<file path="src/rtl/rv_register_file.sv">
// RV32 integer register file: 2**ADDR_WIDTH x WORD_SIZE, x0 hardwired to zero,
// two combinational read ports, one synchronous write port. Define REGFILE_BYPASS_EN for write-to-read forwarding.
module rv_register_file #(
    parameter int WORD_SIZE  = 32,
    parameter int ADDR_WIDTH = 5
) (
    input  logic                  clock,
    input  logic                  reset_n,
    input  logic                  write_enable,
    input  logic [ADDR_WIDTH-1:0] write_addr,
    input  logic [WORD_SIZE-1:0]  write_data,
    input  logic [ADDR_WIDTH-1:0] read_addr1,
    input  logic [ADDR_WIDTH-1:0] read_addr2,
    output logic [WORD_SIZE-1:0]  read_data1,
    output logic [WORD_SIZE-1:0]  read_data2
);

    localparam int NUM_REGS  = 2 ** ADDR_WIDTH;
    localparam int NUM_PORTS = 2;

    logic [WORD_SIZE-1:0]  w_regs     [NUM_REGS];
    logic [NUM_REGS-1:0]   w_wr_sel;
    logic                  w_wr_active;
    logic [ADDR_WIDTH-1:0] w_raddr    [NUM_PORTS];
    logic [WORD_SIZE-1:0]  w_rdata    [NUM_PORTS];

    // Writes to x0 are folded out here so neither storage nor forwarding ever sees them;
    // only a definite 1 on write_enable counts as a write.
    assign w_wr_active = reset_n && (write_enable == 1'b1) && (write_addr != '0);

    assign w_regs[0]   = '0;
    assign w_wr_sel[0] = 1'b0;

    generate
        for (genvar gi = 1; gi < NUM_REGS; gi++) begin : g_reg
            logic [WORD_SIZE-1:0] r_value = '0;

            assign w_wr_sel[gi] = w_wr_active && (write_addr == ADDR_WIDTH'(gi));

            always_ff @(posedge clock) begin
                if (!reset_n) begin
                    r_value <= '0;
                end else if (w_wr_sel[gi]) begin
                    r_value <= write_data;
                end
            end

            assign w_regs[gi] = r_value;
        end
    endgenerate

    assign w_raddr[0] = read_addr1;
    assign w_raddr[1] = read_addr2;

    generate
        for (genvar gi = 0; gi < NUM_PORTS; gi++) begin : g_port
            always_comb begin
                w_rdata[gi] = w_regs[w_raddr[gi]];
`ifdef REGFILE_BYPASS_EN
                if (w_wr_active && (w_raddr[gi] == write_addr)) begin
                    w_rdata[gi] = write_data;
                end
`endif
            end
        end
    endgenerate

    assign read_data1 = w_rdata[0];
    assign read_data2 = w_rdata[1];

endmodule

</file>
<file path="config.mk">
export PLATFORM = sky130hd
export DESIGN_NAME = rv_register_file
export DESIGN_NICKNAME = d
export VERILOG_FILES = /design/src/rtl/rv_register_file.sv
export SDC_FILE = /design/constraint.sdc
export NUM_CORES = 2
export LEC_CHECK = 0
export CORE_AREA = 2 2 375 377
export CTS_BUF_LIST = sky130_fd_sc_hd__clkbuf_16
export DETAILED_ROUTE_END_ITERATION = 8
export DIE_AREA = 0 0 377 379
export PLACE_DENSITY = 0.5
export SLEW_MARGIN = 20
export SYNTH_ARGS = -nofsm -noshare
export SYNTH_HDL_FRONTEND = slang
export SYNTH_SLANG_ARGS = --single-unit
</file>
<file path="constraint.sdc">
create_clock -name clock -period 2.9 [get_ports clock]
set_input_delay 0.58 -clock clock [delete_from_list [all_inputs] [get_ports clock]]
set_output_delay 0.58 -clock clock [all_outputs]
set_load 0.01 [all_outputs]
</file>
==> reports/results.ini <==
[status]
status = finished, violations left
violations = setup timing

[logic_synthesis]
synth_area_leaders = dfxtp_1 (37%), nand2_1 (15%), mux2i_1 (14%)
syn_nets = 6630
synth-seq-cells = 992
netlist.area_leader.share_pct = 37.0
synth_edf_count = 0
syn_area_mm2 = 0.0537
ys_warn_count = 0
synthFlopType = dfxtp_1
synthDistinctLibCells = 30
synth.top_cells.by_count = nand2_1 (2,145), dfxtp_1 (992), mux2i_1 (768), a21boi_0 (657), clkbuf_1 (389)
syn-instance-count = 6580
avgSynthCellArea_um2 = 8.17
synth.most_common_cell = nand2_1
synthArstFlopShare_pct = 0
yosysTopAreaCell = dfxtp_1
seq_area_frac_synth_pct = 37.0

[floorplanning]
start_util_pct = 38.7
die_h_um = 379
die_area_mm2 = 0.143
die_x_um = 377
core_area_mm2 = 0.139
io_pins = 114
placementRows = 137

[sta]
final-setup-viol-count = 42
hold_viol_final = 0
rsz0062_at_grt = true
holdWs_ns = 0.211
worst_pin_slew_ns = 1.25
final_max_slew_viol_count = 0
fin_worst_skew_ns = 0
period_needed_ns = 3.15
setup_slack_ns = -0.250
fin_crit_sh_pct = 109
fmax_mhz = 317
max_slew_margin_pct = 16.4

[clock_tree]
insertion_delay_ns = 0.73
cts_buffers = 116
hold_buffers = 0
clkTransAtPathRegs_ns = 0.06
cts_tree = done
clkSinkCount = 992
htreeDepth = 3
root_buffer = clkbuf_16
cts_buffer_depth = 3

[layout]
max_flop_register = g.r_value
biggestRegsByFlops = g.r_value x992
fin_nets = 6834
largest_reg_flops = 992
layout-drive-gt1-share_pct = 20.7
fin_area_mm2 = 0.0688
syn2layout_area_growth_pct = 28.1
nFillCells = 13100
n_antenna_cell = 0

[setup_path]
r2r_cells = 2
setup.worst_path.class = reg2out
path_max_fanout = 2
worstReg2RegEnd = g_reg[2].r_value[29]
cp.required_ns = 2.32
start_kind = register
r2r_start = g_reg[2].r_value[29]
reg2reg_slack_ns = 2.11
cp-end-kind = output port
cp.arrival_ns = 2.57

[pwr]
powerDensity_mw_per_mm2 = 473
irDropWorstVdd_mv = 0.506
p_leak_nw = 25.4

[route]
wl_um = 221000
vias = 49700
wl_per_cell_um = 25.4
dr.pass1.iters = 6
drt-initial-drc-count = 4781
drtAntennaViolNets = 0
post-route-drc-count = 0
vias_per_cell = 5.72

[global_route]
grt_use_total_pct = 29.9
grt_pass1_wl_um = 323000
grt_pass1_vias = 47600
antenna_found_initial = 3
grt_max_degree = 255
overflow = 0

[min_path]
min_to = g_reg[27].r_value[31]
min_path_cells = 2
min-delay-start = reset_n
min_path_type = in2reg

[place]
port_buffers = 113
dpl.hpwl_um = 138000
place_area_mm2 = 0.0609
globalplace.congestion = 0.904

[flow_run]
cap_violations = 0

-- per-stage QoR --
stage,cells,power (W),TNS (ns),util [%],worst slack [ns]
6_report,8685,0.0325,-3.11,49.6,-0.250
5_1_grt,8685,0.0335,-5.51,49.6,-0.298
4_1_cts,8636,0.0325,-3.83,48.6,-0.262
3_5_place_dp,8428,0.0178,-49.65,43.8,-1.03
3_3_place_gp,8428,0.0178,-48.80,43.8,-1.03
2_1_floorplan,6580,0.0160,0,-,0.432
-- how the worst max path moves through the flow --
stage,end,startpoint
after global routing,read_data1[18],g_reg[7].r_value[18]
after global placement,read_data1[25],read_addr1[3]
final,read_data1[16],g_reg[6].r_value[16]
after floorplan,read_data1[10],read_addr1[0]
after detailed placement,read_data1[25],read_addr1[3]
after CTS,read_data1[18],g_reg[7].r_value[18]
-- cell usage in the layout (no fill, tap or decap), types with 15 or more instances in the layout --
master              n
nand3_2            55
buf_6              97
inv_1              25
buf_12            164
mux4_2             64
a21oi_2            15
nor2b_1            16
mux2i_1           762
nor3_4             55
nand3_4            32
nor2b_4            44
dfxtp_2            69
mux2_2             58
a21boi_0          657
a31oi_4            43
buf_16             21
a31oi_1            16
a21boi_1          335
nand3_1           116
dfxtp_1           923
nor3_2             15
a21oi_1           113
a221oi_2           38
buf_4             374
clkdlybuf4s50_1    41
clkbuf_16         126
nor2_4             26
clkinv_1           34
nand2_1          2131
clkinv_2           19
a22oi_1           249
-- power by group --
part	internal [W]	leakage (nW)	total [W]	switching [W]
sequential	0.0137	8.03	0.0137	0.0000434
clock	0.00801	1.86	0.0143	0.00627
combinational	0.00194	15.5	0.00453	0.00260
-- area by class of cell --
cell class / instances / area (µm²) / share of cell area [%]
clock inverter: 94 / 633 / 0.920
multi-input combinational: 4944 / 34200 / 49.7
sequential: 992 / 19900 / 29.0
clock buffer: 118 / 2950 / 4.29
tap: 1807 / 2260 / 3.28
timing repair buffer: 730 / 8850 / 12.9
-- critical path: stages (launching register included) --
cell	delay [ns]
dfxtp_1	0.31
buf_4	0.13
mux4_2	0.48
nor2b_4	0.17
nor3_4	0.08
a31oi_1	0.20
buf_4	0.21
nand3_4	0.09
buf_6	0.13
-- logic make-up after synthesis --
kind of cell / count (synthesis) / share of synthesized area (%)
DFF: 992 / 37.0
and+or+nand+nor: 2544 / 18.9
muxes: 896 / 18.3
buffers and inverters: 644 / 5.38
AOI/OAI and AO/OA: 1504 / 20.4
-- routing by layer --
layer	GRT usage [%]	vias up	wire length, µm
li1	-	23100	-
met1	41.4	24600	99800
met4	9.62	6	6990
met2	48.0	1597	100000
met5	0	-	34
met3	4.06	390	13700
-- repair_timing --
item | in CTS | in global routing
endpoints found under the setup margin | 64 | 63
setup buffers | 28 | 42
cloned | 12 | 8
pin swaps | 85 | 52
gates resized for setup | 819 | 141
Power figures use the tool's default switching activity.
